## src/rtl/pong_pkg.sv

```systemverilog
// Shared Pong definitions: match-state encoding, winner codes and VGA frame geometry.
`default_nettype none

package pong_pkg;

  typedef enum logic [2:0] {
    ST_IDLE  = 3'd0,
    ST_SERVE = 3'd1,
    ST_PLAY  = 3'd2,
    ST_POINT = 3'd3,
    ST_OVER  = 3'd4
  } state_t;

  localparam logic [1:0] WIN_NONE = 2'b00;
  localparam logic [1:0] WIN_P1   = 2'b01;
  localparam logic [1:0] WIN_P2   = 2'b10;

  localparam int TOTAL_H  = 800;
  localparam int TOTAL_V  = 525;
  localparam int ACTIVE_H = 640;
  localparam int ACTIVE_V = 480;

endpackage

`default_nettype wire

```

## src/rtl/pong_game_ctrl_if.sv

```systemverilog
// Game-flow bundle between the event sources (UART, sync, ball datapath) and the match controller.
`default_nettype none

interface pong_game_ctrl_if #(
  parameter int SCORE_WIDTH = 4
);
  logic                   game_start_i;
  logic                   frame_tick_i;
  logic                   p1_miss_i;
  logic                   p2_miss_i;
  logic                   ball_enable_o;
  logic                   ball_center_o;
  logic                   serve_dir_o;
  logic [SCORE_WIDTH-1:0] p1_score_o;
  logic [SCORE_WIDTH-1:0] p2_score_o;
  logic [1:0]             winner_o;
  logic [2:0]             state_o;

  modport master (
    output game_start_i, frame_tick_i, p1_miss_i, p2_miss_i,
    input  ball_enable_o, ball_center_o, serve_dir_o,
           p1_score_o, p2_score_o, winner_o, state_o
  );

  modport slave (
    input  game_start_i, frame_tick_i, p1_miss_i, p2_miss_i,
    output ball_enable_o, ball_center_o, serve_dir_o,
           p1_score_o, p2_score_o, winner_o, state_o
  );
endinterface

`default_nettype wire

```

## src/rtl/frame_delay_counter.sv

```systemverilog
// Counts frame ticks while not cleared; done pulses on the tick that reaches the terminal count.
`default_nettype none

module frame_delay_counter #(
  parameter int WIDTH = 8
) (
  input  wire logic             clk_i,
  input  wire logic             rst_i,
  input  wire logic             clear,
  input  wire logic             frame_tick_i,
  input  wire logic [WIDTH-1:0] terminal,
  output logic                  done
);

  logic [WIDTH-1:0] count;

  assign done = !clear && frame_tick_i && (count == terminal);

  always_ff @(posedge clk_i) begin
    if (rst_i || clear || done) begin
      count <= '0;
    end else if (frame_tick_i) begin
      count <= count + 1'b1;
    end
  end

endmodule

`default_nettype wire

```

## src/rtl/pong_game_ctrl.sv

```systemverilog
// Pong match sequencer: serve/rally/point/game-over flow, score keeping and ball gating.
`default_nettype none

module pong_game_ctrl
  import pong_pkg::*;
#(
  parameter int SCORE_LIMIT     = 9,
  parameter int SCORE_WIDTH     = 4,
  parameter int SERVE_FRAMES    = 60,
  parameter int POINT_FRAMES    = 30,
  parameter int FRAME_CNT_WIDTH = 8
) (
  input  wire logic       clk_i,
  input  wire logic       rst_i,
  pong_game_ctrl_if.slave bus
);

  localparam logic [SCORE_WIDTH-1:0]     SCORE_MAX = '1;
  localparam logic [SCORE_WIDTH-1:0]     LIMIT     = SCORE_WIDTH'(SCORE_LIMIT);
  localparam logic [FRAME_CNT_WIDTH-1:0] SERVE_TC  = FRAME_CNT_WIDTH'(SERVE_FRAMES - 1);
  localparam logic [FRAME_CNT_WIDTH-1:0] POINT_TC  = FRAME_CNT_WIDTH'(POINT_FRAMES - 1);

  state_t                     state, state_nx;
  logic [SCORE_WIDTH-1:0]     p1_score, p1_nx;
  logic [SCORE_WIDTH-1:0]     p2_score, p2_nx;
  logic [1:0]                 winner, winner_nx;
  logic                       serve_dir, serve_dir_nx;
  logic                       ball_enable, ball_center;
  logic                       delay_clear, delay_done;
  logic [FRAME_CNT_WIDTH-1:0] terminal;

  // Counter is held clear outside the delay states, so a tick on the entry cycle is never counted.
  assign delay_clear = !(state == ST_SERVE || state == ST_POINT);
  assign terminal    = (state == ST_POINT) ? POINT_TC : SERVE_TC;

  frame_delay_counter #(
    .WIDTH (FRAME_CNT_WIDTH)
  ) u_delay (
    .clk_i        (clk_i),
    .rst_i        (rst_i),
    .clear        (delay_clear),
    .frame_tick_i (bus.frame_tick_i),
    .terminal     (terminal),
    .done         (delay_done)
  );

  always_comb begin
    state_nx     = state;
    p1_nx        = p1_score;
    p2_nx        = p2_score;
    winner_nx    = winner;
    serve_dir_nx = serve_dir;
    case (state)
      ST_IDLE, ST_OVER: begin
        if (bus.game_start_i) begin
          state_nx     = ST_SERVE;
          p1_nx        = '0;
          p2_nx        = '0;
          winner_nx    = WIN_NONE;
          serve_dir_nx = 1'b0;
        end
      end
      ST_SERVE: begin
        if (delay_done) state_nx = ST_PLAY;
      end
      ST_PLAY: begin
        case ({bus.p1_miss_i, bus.p2_miss_i})
          2'b10: begin
            p2_nx        = (p2_score == SCORE_MAX) ? p2_score : p2_score + 1'b1;
            serve_dir_nx = 1'b1;
            state_nx     = ST_POINT;
          end
          2'b01: begin
            p1_nx        = (p1_score == SCORE_MAX) ? p1_score : p1_score + 1'b1;
            serve_dir_nx = 1'b0;
            state_nx     = ST_POINT;
          end
          2'b11: begin
            serve_dir_nx = !serve_dir;
            state_nx     = ST_POINT;
          end
          default: ;
        endcase
      end
      ST_POINT: begin
        if (delay_done) begin
          if (p1_score >= LIMIT) begin
            winner_nx = WIN_P1;
            state_nx  = ST_OVER;
          end else if (p2_score >= LIMIT) begin
            winner_nx = WIN_P2;
            state_nx  = ST_OVER;
          end else begin
            state_nx  = ST_SERVE;
          end
        end
      end
      default: state_nx = ST_IDLE;
    endcase
  end

  // Ball gating is registered from the next state so it lines up with state_o.
  always_ff @(posedge clk_i) begin
    if (rst_i) begin
      state       <= ST_IDLE;
      p1_score    <= '0;
      p2_score    <= '0;
      winner      <= WIN_NONE;
      serve_dir   <= 1'b0;
      ball_enable <= 1'b0;
      ball_center <= 1'b1;
    end else begin
      state       <= state_nx;
      p1_score    <= p1_nx;
      p2_score    <= p2_nx;
      winner      <= winner_nx;
      serve_dir   <= serve_dir_nx;
      ball_enable <= (state_nx == ST_PLAY);
      ball_center <= (state_nx != ST_PLAY);
    end
  end

  assign bus.state_o       = state;
  assign bus.p1_score_o    = p1_score;
  assign bus.p2_score_o    = p2_score;
  assign bus.winner_o      = winner;
  assign bus.serve_dir_o   = serve_dir;
  assign bus.ball_enable_o = ball_enable;
  assign bus.ball_center_o = ball_center;

endmodule

`default_nettype wire

```

## src/flat_wrapper.sv

```systemverilog
// flat-port wrapper written by rule: the top's interface ports become plain ports
module pong_game_ctrl_flat import pong_pkg::*;
#(
  parameter int SCORE_LIMIT     = 9,
  parameter int SCORE_WIDTH     = 4,
  parameter int SERVE_FRAMES    = 60,
  parameter int POINT_FRAMES    = 30,
  parameter int FRAME_CNT_WIDTH = 8
)
  (clk_i, rst_i, bus_game_start_i, bus_frame_tick_i, bus_p1_miss_i, bus_p2_miss_i, bus_ball_enable_o, bus_ball_center_o, bus_serve_dir_o, bus_p1_score_o, bus_p2_score_o, bus_winner_o, bus_state_o);
  pong_game_ctrl_if #(.SCORE_WIDTH(SCORE_WIDTH)) bus_i ();
  input  wire logic clk_i;
  input  wire logic rst_i;
  input wire logic [$bits(bus_i.game_start_i)-1:0] bus_game_start_i;
  input wire logic [$bits(bus_i.frame_tick_i)-1:0] bus_frame_tick_i;
  input wire logic [$bits(bus_i.p1_miss_i)-1:0] bus_p1_miss_i;
  input wire logic [$bits(bus_i.p2_miss_i)-1:0] bus_p2_miss_i;
  output wire logic [$bits(bus_i.ball_enable_o)-1:0] bus_ball_enable_o;
  output wire logic [$bits(bus_i.ball_center_o)-1:0] bus_ball_center_o;
  output wire logic [$bits(bus_i.serve_dir_o)-1:0] bus_serve_dir_o;
  output wire logic [$bits(bus_i.p1_score_o)-1:0] bus_p1_score_o;
  output wire logic [$bits(bus_i.p2_score_o)-1:0] bus_p2_score_o;
  output wire logic [$bits(bus_i.winner_o)-1:0] bus_winner_o;
  output wire logic [$bits(bus_i.state_o)-1:0] bus_state_o;
  assign bus_i.game_start_i = bus_game_start_i;
  assign bus_i.frame_tick_i = bus_frame_tick_i;
  assign bus_i.p1_miss_i = bus_p1_miss_i;
  assign bus_i.p2_miss_i = bus_p2_miss_i;
  assign bus_ball_enable_o = bus_i.ball_enable_o;
  assign bus_ball_center_o = bus_i.ball_center_o;
  assign bus_serve_dir_o = bus_i.serve_dir_o;
  assign bus_p1_score_o = bus_i.p1_score_o;
  assign bus_p2_score_o = bus_i.p2_score_o;
  assign bus_winner_o = bus_i.winner_o;
  assign bus_state_o = bus_i.state_o;
  pong_game_ctrl #(.SCORE_LIMIT(SCORE_LIMIT), .SCORE_WIDTH(SCORE_WIDTH), .SERVE_FRAMES(SERVE_FRAMES), .POINT_FRAMES(POINT_FRAMES), .FRAME_CNT_WIDTH(FRAME_CNT_WIDTH)) u_core (.clk_i(clk_i), .rst_i(rst_i), .bus(bus_i));
endmodule
```

## config.mk

```make
export PLATFORM = sky130hd
export DESIGN_NAME = pong_game_ctrl_flat
export DESIGN_NICKNAME = d
export VERILOG_FILES = /design/src/rtl/pong_pkg.sv /design/src/rtl/pong_game_ctrl_if.sv /design/src/rtl/frame_delay_counter.sv /design/src/rtl/pong_game_ctrl.sv /design/src/flat_wrapper.sv
export SDC_FILE = /design/constraint.sdc
export NUM_CORES = 1
export LEC_CHECK = 0
export CORE_AREA = 2 2 54 56
export DETAILED_ROUTE_END_ITERATION = 8
export DIE_AREA = 0 0 56 58
export HOLD_SLACK_MARGIN = 0.03
export PLACE_DENSITY = 0.74
export SETUP_SLACK_MARGIN = 0.5
export SLEW_MARGIN = 0
export SYNTH_ARGS = -nofsm -noshare
export SYNTH_HDL_FRONTEND = slang
export SYNTH_SLANG_ARGS = --single-unit
```

## constraint.sdc

```tcl
create_clock -name clk_i -period 2.38 [get_ports clk_i]
set_input_delay 0.357 -clock clk_i [delete_from_list [all_inputs] [get_ports clk_i]]
set_output_delay 0.357 -clock clk_i [all_outputs]
set_load 0.02 [all_outputs]
```

==> reports/qor.yml, run 1 <==
grt:
  grt_max_degree: 15
  grt_use_total_pct: 17.9
  remaining_overflow_grt: 0
  grt_antenna_before_repair: 0
  first_pass_grt_wire_length_um: 4620
  first_global_vias: 1081
min_path:
  min_path_cells: 2
  hold_class: "register to register"
  worst_hold_path.endpoint: "u_core.bus.p2_score_o[3]"
  worstHoldStart: "u_core.bus.p2_score_o[3]"
clock_network:
  cts.hold.buffers_added: 0
  path_clk_slew_ns: 0.14
  worst_skew_pair.late_latency_ns: 0.32
  clock_tree.buffer_depth: 2
  clock_tree.root_cell: "sky130_fd_sc_hd__clkbuf_4"
  cts-buffers-inserted: 3
  tritoncts: "built"
  clkSinkCount: 24
  cts_max_level: 1
yosys:
  syn_avg_cell_area_um2: 8.68
  mux_share_of_post_synthesis_cell_area_pct: 3.24
  synth-seq-cells: 24
  share_of_synthesized_cell_area_in_full_adder_half_adder_and_majority_cells_pct: 10.8
  sequential_fraction_of_the_synthesis_area_pct: 37.6
  synthXorXnorAreaFrac_pct: 6.86
  synth_compound_gate_area_share_pct: 9.31
  synth_nets: 164
  synth.cell_area_um2: 1280
  largest_family_of_logic_cells_by_synthesized_area: "simple AND/OR/NAND/NOR gates"
  synth.lib_cells_used.distinct: 34
  yosysWarningCount: 0
  postSynthCellCount: 147
  share_of_async_settable_or_async_resettable_flops_after_synthesis_pct: 0
  simple_gate_share_of_the_synthesized_area_pct: 28.2
  number_of_enable_flip_flop_cells_after_synthesis: 0
  most_used_dff_post_synth: "sky130_fd_sc_hd__dfxtp_1"
die:
  core_area_um2: 2660
  die_w_um: 56
  pin_count: 22
  core.rowCount: 19
  die_height_um: 58
  initial_utilization_pct: 47.9
  floorplan.die_area_um2: 3250
place:
  dpl_worst_slack_ns: -0.0360
  post-dp-hpwl_um: 1990
  place.port_buffers: 21
  gpl_congestion: 0.777
setup_path:
  ff2ff_path_depth: 5
  required_ns: 2.59
  worst-setup-path-type: "register to register"
  reg2reg_from: "u_core.bus.state_o[2]"
  worst-endpoint-arrival_ns: 2.13
  critPathLaunchType: "register"
  critical_path.reg2reg.endpoint: "u_core.bus.ball_center_o"
  worst_path_max_fanout: 3
  reg2reg_slack_ns: 0.46
  worstSetupEndpointType: "register"
route:
  post_drt_via_cell_ratio: 5.26
  drc_errors: 0
  drt-total-wl_um: 2680
  drt-wirelength-per-cell_um: 13.0
  ant_nets: 0
  iteration_0_drc_count_of_the_detailed_router: 30
  vias: 1089
  first_pass_iters: 4
cells_and_area:
  design.final.nets: 194
  finalCoreUtilization_pct: 61.9
  synthToLayoutAreaGrowth_pct: 29.2
  antenna_diode_count: 0
  drive_above_1_share_pct: 18.8
  number_of_fillers_in_the_final_layout: 230
pwr:
  power-per-cell-area_nw_per_um2: 441
  post-layout-total-power_uw: 726
  maximum_ir_drop_on_the_vdd_rail_v: 0.000299
  total_leakage_power_uw: 0.000602
timing:
  max_freq_mhz: 521
  layout_worst_path_cycle_share_pct: 80.7
  post-route-min-period_ns: 1.92
  hold_viol_final: 0
  tightestPinTransition_ns: 0.490
  setup_viol_count_final: 0
  layout_setup_ws_ns: 0.460
  clock-skew-final_ns: 0.00362
  timing.slew.headroom_pct: 67.2
  unrepaired_setup_endpoints_after_global_routing: "true"
  final_max_slew_viol_count: 0
status:
  status: "finished, final reports clean"
job:
  max-cap-violations: 0
[where the power goes]
group / internal, µW / switching (µW) / leakage (µW)
clock: 128 / 129 / 0.0000261
combinational: 26.1 / 34.8 / 0.000376
sequential: 402 / 6.44 / 0.000200
[Yosys cell counts (all sizes together), types with 2 or more instances]
cell type / number / share of area, %
nor3: 2 / 0.78
inv: 9 / 2.6
ha: 11 / 11
xor2: 5 / 3.4
dfxtp: 24 / 38
nor2: 25 / 7.4
nor3b: 2 / 1.6
or3: 2 / 0.98
o21ai: 4 / 1.6
nand3: 9 / 3.5
a31oi: 3 / 1.5
or4: 2 / 1.5
clkbuf: 3 / 0.88
a21oi: 6 / 2.4
xnor2: 5 / 3.4
or3b: 3 / 2.1
nor4: 2 / 1.5
mux2i: 3 / 2.4
nand4: 5 / 2.5
nand2: 9 / 2.6
nor2b: 3 / 1.5
[sequential cells by signal, indices dropped and copies added, names as in the netlist]
register	count
u_core.bus.ball_center_o	1
u_core.bus.state_o	3
u_core.bus.serve_dir_o	1
u_core.bus.winner_o	2
u_core.bus.p2_score_o	4
u_core.u_delay.count	8
u_core.bus.p1_score_o	4
u_core.bus.ball_enable_o	1
[worst max-delay path by stage]
stage	start	to	slack, ns
floorplan	bus_frame_tick_i	u_core.bus.ball_center_o	0.42
global placement	bus_frame_tick_i	u_core.bus.ball_center_o	0.008
detailed placement	bus_frame_tick_i	u_core.bus.ball_center_o	-0.04
CTS	u_core.bus.state_o[2]	u_core.bus.ball_center_o	0.45
global route	u_core.bus.state_o[2]	u_core.bus.ball_center_o	0.41
finish	u_core.bus.state_o[2]	u_core.bus.ball_center_o	0.46
[worst max-delay path, stage by stage (launching register included)]
cell,delay [ns]
sky130_fd_sc_hd__dfxtp_4,0.37
sky130_fd_sc_hd__nand2b_4,0.14
sky130_fd_sc_hd__or4_4,0.50
sky130_fd_sc_hd__o21bai_4,0.20
sky130_fd_sc_hd__xor2_1,0.15
sky130_fd_sc_hd__or4_1,0.46
[logic make-up after synthesis]
| kind of cell | Yosys count |
|---|---|
| buffers and inverters | 13 |
| multiplexers | 4 |
| AO/OA/AOI/OAI | 18 |
| XOR/XNOR | 10 |
| adder cells (fa/ha/maj) | 11 |
| AND/OR/NAND/NOR | 67 |
| flip-flops | 24 |
[final cells by class]
cell class / count / area [µm²] / area share [%]
multi-input combinational: 110 / 756 / 45.8
clock buffer: 4 / 47.5 / 2.88
sequential: 24 / 504 / 30.6
inverter: 9 / 33.8 / 2.05
tap: 31 / 38.8 / 2.35
timing repair buffer: 29 / 269 / 16.3
[placed cells by master (no fill, tap or decap), types with 2 or more instances in the layout]
cell,n
sky130_fd_sc_hd__nand4_1,5
sky130_fd_sc_hd__nor2b_1,3
sky130_fd_sc_hd__clkbuf_4,3
sky130_fd_sc_hd__clkdlybuf4s50_1,20
sky130_fd_sc_hd__buf_4,8
sky130_fd_sc_hd__or3_1,2
sky130_fd_sc_hd__a31oi_1,3
sky130_fd_sc_hd__xnor2_1,5
sky130_fd_sc_hd__mux2i_1,3
sky130_fd_sc_hd__nand3_1,9
sky130_fd_sc_hd__or3b_2,2
sky130_fd_sc_hd__dfxtp_2,7
sky130_fd_sc_hd__dfxtp_4,4
sky130_fd_sc_hd__ha_1,11
sky130_fd_sc_hd__a21oi_1,6
sky130_fd_sc_hd__nand2_1,9
sky130_fd_sc_hd__o21ai_0,4
sky130_fd_sc_hd__dfxtp_1,13
sky130_fd_sc_hd__inv_1,9
sky130_fd_sc_hd__nor2_1,24
sky130_fd_sc_hd__nor3_1,2
sky130_fd_sc_hd__xor2_1,5
[metal layers]
| metal | up-vias | global-route usage (%) | part of all wire [%] |
|---|---|---|---|
| li1 | 567 | - | - |
| met1 | 499 | 21.2 | 47 |
| met2 | 17 | 31.8 | 49 |
| met3 | 6 | 2.68 | 2.0 |
| met4 | 0 | 9.18 | 2.3 |
| met5 | - | 0 | 0 |
[per-stage QoR]
| step | TNS (ns) | hold WS (ns) | cells | instance area, µm² |
|---|---|---|---|---|
| finish | 0 | 0.537 | 207 | 1650 |
| global route | 0 | 0.562 | 207 | 1650 |
| CTS | 0 | 0.515 | 205 | 1620 |
| detailed placement | -0.0360 | 0.483 | 199 | 1550 |
| global placement | 0 | 0.480 | 199 | 1550 |
| floorplan | 0 | 0.463 | 147 | 1300 |
[timing repair]
action,CTS,global route
pin swaps,2,2
cloned,0,0
buffers inserted,2,2
setup endpoints to repair,6,12
gates resized for setup,8,7
Note: power is estimated with default switching activity, not from simulation.
==> run 2: changes to the inputs <==
- clock period: 2.38 -> 1.95 ns (I/O delays scaled with it)
==> reports/qor.yml, run 2 (synthesis gave the netlist of run 1 again) <==
place:
  place.port_buffers: 21  # unchanged
  dpl_worst_slack_ns: -0.405  # was -0.0360 ns
  post-dp-hpwl_um: 2230  # was 1990 µm
  gpl_congestion: 0.837  # was 0.777
cells_and_area:
  design.final.nets: 220  # was 194
  layout.area.seq_um2: 507  # was 504 µm²
  layout_common_cells: "sky130_fd_sc_hd__buf_4, sky130_fd_sc_hd__nor2_1, sky130_fd_sc_hd__dlygate4sd2_1"  # was sky130_fd_sc_hd__nor2_1, sky130_fd_sc_hd__clkdlybuf4s50_1, sky130_fd_sc_hd__dfxtp_1
  drive_above_1_share_pct: 44.1  # was 18.8%
  antenna_diode_count: 0  # unchanged
  multiInputGateArea_um2: 951  # was 756 µm²
  registers.top_by_ff_count: "u_core.u_delay.count"  # unchanged
  synthToLayoutAreaGrowth_pct: 62.1  # was 29.2%
  max_reg_flops: 8  # unchanged
  number_of_fillers_in_the_final_layout: 170  # was 230
  layout_commonest_cell: "sky130_fd_sc_hd__buf_4"  # was sky130_fd_sc_hd__nor2_1
status:
  status: "finished, final reports clean"  # unchanged
timing:
  unrepaired_setup_endpoints_after_global_routing: "true"  # unchanged
  finalSetupTns_ns: 0  # unchanged
  timing.slew.headroom_pct: 79.9  # was 67.2%
  setup_viol_count_final: 0  # unchanged
  whs_ns: 0.547  # was 0.537 ns
  max_freq_mhz: 529  # was 521 MHz
  hold_viol_final: 0  # unchanged
  post-route-min-period_ns: 1.89  # was 1.92 ns
  tightestPinTransition_ns: 0.298  # was 0.490 ns
  layout_setup_ws_ns: 0.0594  # was 0.460 ns
  clock-skew-final_ns: 0.00267  # was 0.00362 ns
  layout_worst_path_cycle_share_pct: 97.0  # was 80.7%
  final_max_slew_viol_count: 0  # unchanged
die:
  pin_count: 22  # unchanged
  core_area_um2: 2660  # unchanged
  die_w_um: 56  # unchanged
  floorplan.die_area_um2: 3250  # unchanged
  initial_utilization_pct: 47.9  # unchanged
  core.rowCount: 19  # unchanged
  die_height_um: 58  # unchanged
setup_path:
  worstSetupEndpointType: "register"  # unchanged
  ff2ff_path_depth: 5  # unchanged
  critical_path.reg2reg.endpoint: "u_core.bus.ball_center_o"  # unchanged
  required_ns: 2.17  # was 2.59 ns
  critical_path.slowest_cell: "sky130_fd_sc_hd__or4_4"  # unchanged
  critPathLaunchType: "register"  # unchanged
  worst_path_max_fanout: 3  # unchanged
  worst-setup-path-type: "register to register"  # unchanged
  reg2reg_slack_ns: 0.06  # was 0.46 ns
  reg2reg_from: "u_core.u_delay.count[4]"  # was u_core.bus.state_o[2]
  cpPeakStageDelay_ns: 0.52  # was 0.50 ns
  worst-endpoint-arrival_ns: 2.11  # was 2.13 ns
  path_cells: "nand4_1 > or4_4 > o21bai_4 > xor2_2 > or4_1"  # was nand2b_4 > or4_4 > o21bai_4 > xor2_1 > or4_1
route:
  drt-wirelength-per-cell_um: 15.6  # was 13.0 µm
  post_drt_via_cell_ratio: 5.40  # was 5.26
  iteration_0_drc_count_of_the_detailed_router: 20  # was 30
  drc_errors: 0  # unchanged
  ant_nets: 0  # unchanged
  first_pass_iters: 4  # unchanged
  vias: 1258  # was 1089
  drt-total-wl_um: 3630  # was 2680 µm
pwr:
  post-layout-total-power_uw: 947  # was 726 µW
  power-per-cell-area_nw_per_um2: 458  # was 441 nW/µm²
  maximum_ir_drop_on_the_vdd_rail_v: 0.000444  # was 0.000299 V
  total_leakage_power_uw: 0.000809  # was 0.000602 µW
grt:
  grt_use_total_pct: 21.6  # was 17.9%
  first_pass_grt_wire_length_um: 5510  # was 4620 µm
  remaining_overflow_grt: 0  # unchanged
  first_global_vias: 1229  # was 1081
  grt_max_degree: 15  # unchanged
  grt_antenna_before_repair: 0  # unchanged
clock_network:
  clock_tree.buffer_depth: 2  # unchanged
  clkSinkCount: 24  # unchanged
  path_clk_slew_ns: 0.14  # about the same
  tritoncts: "built"  # unchanged
  cts-buffers-inserted: 3  # unchanged
  worst_skew_pair.late_latency_ns: 0.33  # was 0.32 ns
  clock_tree.root_cell: "sky130_fd_sc_hd__clkbuf_4"  # unchanged
  cts_max_level: 1  # unchanged
job:
  max-cap-violations: 0  # unchanged
min_path:
  hold_class: "register to register"  # unchanged
  worstHoldStart: "u_core.bus.p1_score_o[3]"  # was u_core.bus.p2_score_o[3]
  min_path_cells: 2  # unchanged
  worst_hold_path.endpoint: "u_core.bus.p1_score_o[3]"  # was u_core.bus.p2_score_o[3]
==> run 2: worst max-delay path, delay by kind of cell, from the launching register on <==
kind,cells,cell delay (ns)
simple gates,3,1.07
xor+xnor,1,0.16
compound gates,1,0.21
flops,1,0.35
==> run 2: area by class of cell <==
class	instances	area share, %
multi-input cells	110	46.0
flip-flops and latches	24	24.5
repair buffers	55	23.6
clock buffers	4	2.30
well taps	31	1.88
inverters	9	1.75
==> run 2: layer usage <==
layer  share of wire (%)  track usage [%]  up-vias
li1                    -                -      618
met1                  42             26.5      599
met2                  53             39.2       33
met3                 3.4             2.01        8
met4                 1.8             8.50        0
met5                   0                0        -
==> run 2: worst max-delay path by stage <==
stage                                  from                       end  slack [ns]  depth (start not counted)
detailed placement         bus_frame_tick_i  u_core.bus.ball_center_o       -0.41                          6
global placement           bus_frame_tick_i  u_core.bus.ball_center_o       -0.36                          6
CTS                 u_core.u_delay.count[3]  u_core.bus.ball_center_o        0.09                          5
finish              u_core.u_delay.count[4]  u_core.bus.ball_center_o        0.06                          5
floorplan             u_core.bus.state_o[2]  u_core.bus.ball_center_o      -0.003                          6
global route        u_core.u_delay.count[1]  u_core.bus.ball_center_o       -0.05                          5
==> run 2: report_power, final <==
group          switching, µW  internal [µW]  leakage [µW]
clock                    162            157     0.0000261
sequential              3.37            489      0.000201
combinational           74.8           61.1      0.000582
==> run 2: repair_timing <==
action | in CTS | in global routing
setup endpoints to repair | 36 | 30
hold endpoints to repair | 0 | 0
gates resized for setup | 45 | 42
setup buffers | 11 | 2
pin swaps | 12 | 15
hold buffers | 0 | 0
==> run 2: metrics by stage <==
stage	cells	cell area, µm²	utilization [%]
floorplan	147	1310	-
global placement	216	1690	63.5
detailed placement	216	1690	63.5
CTS	231	1910	71.8
global route	233	2070	77.7
finish	233	2070	77.7
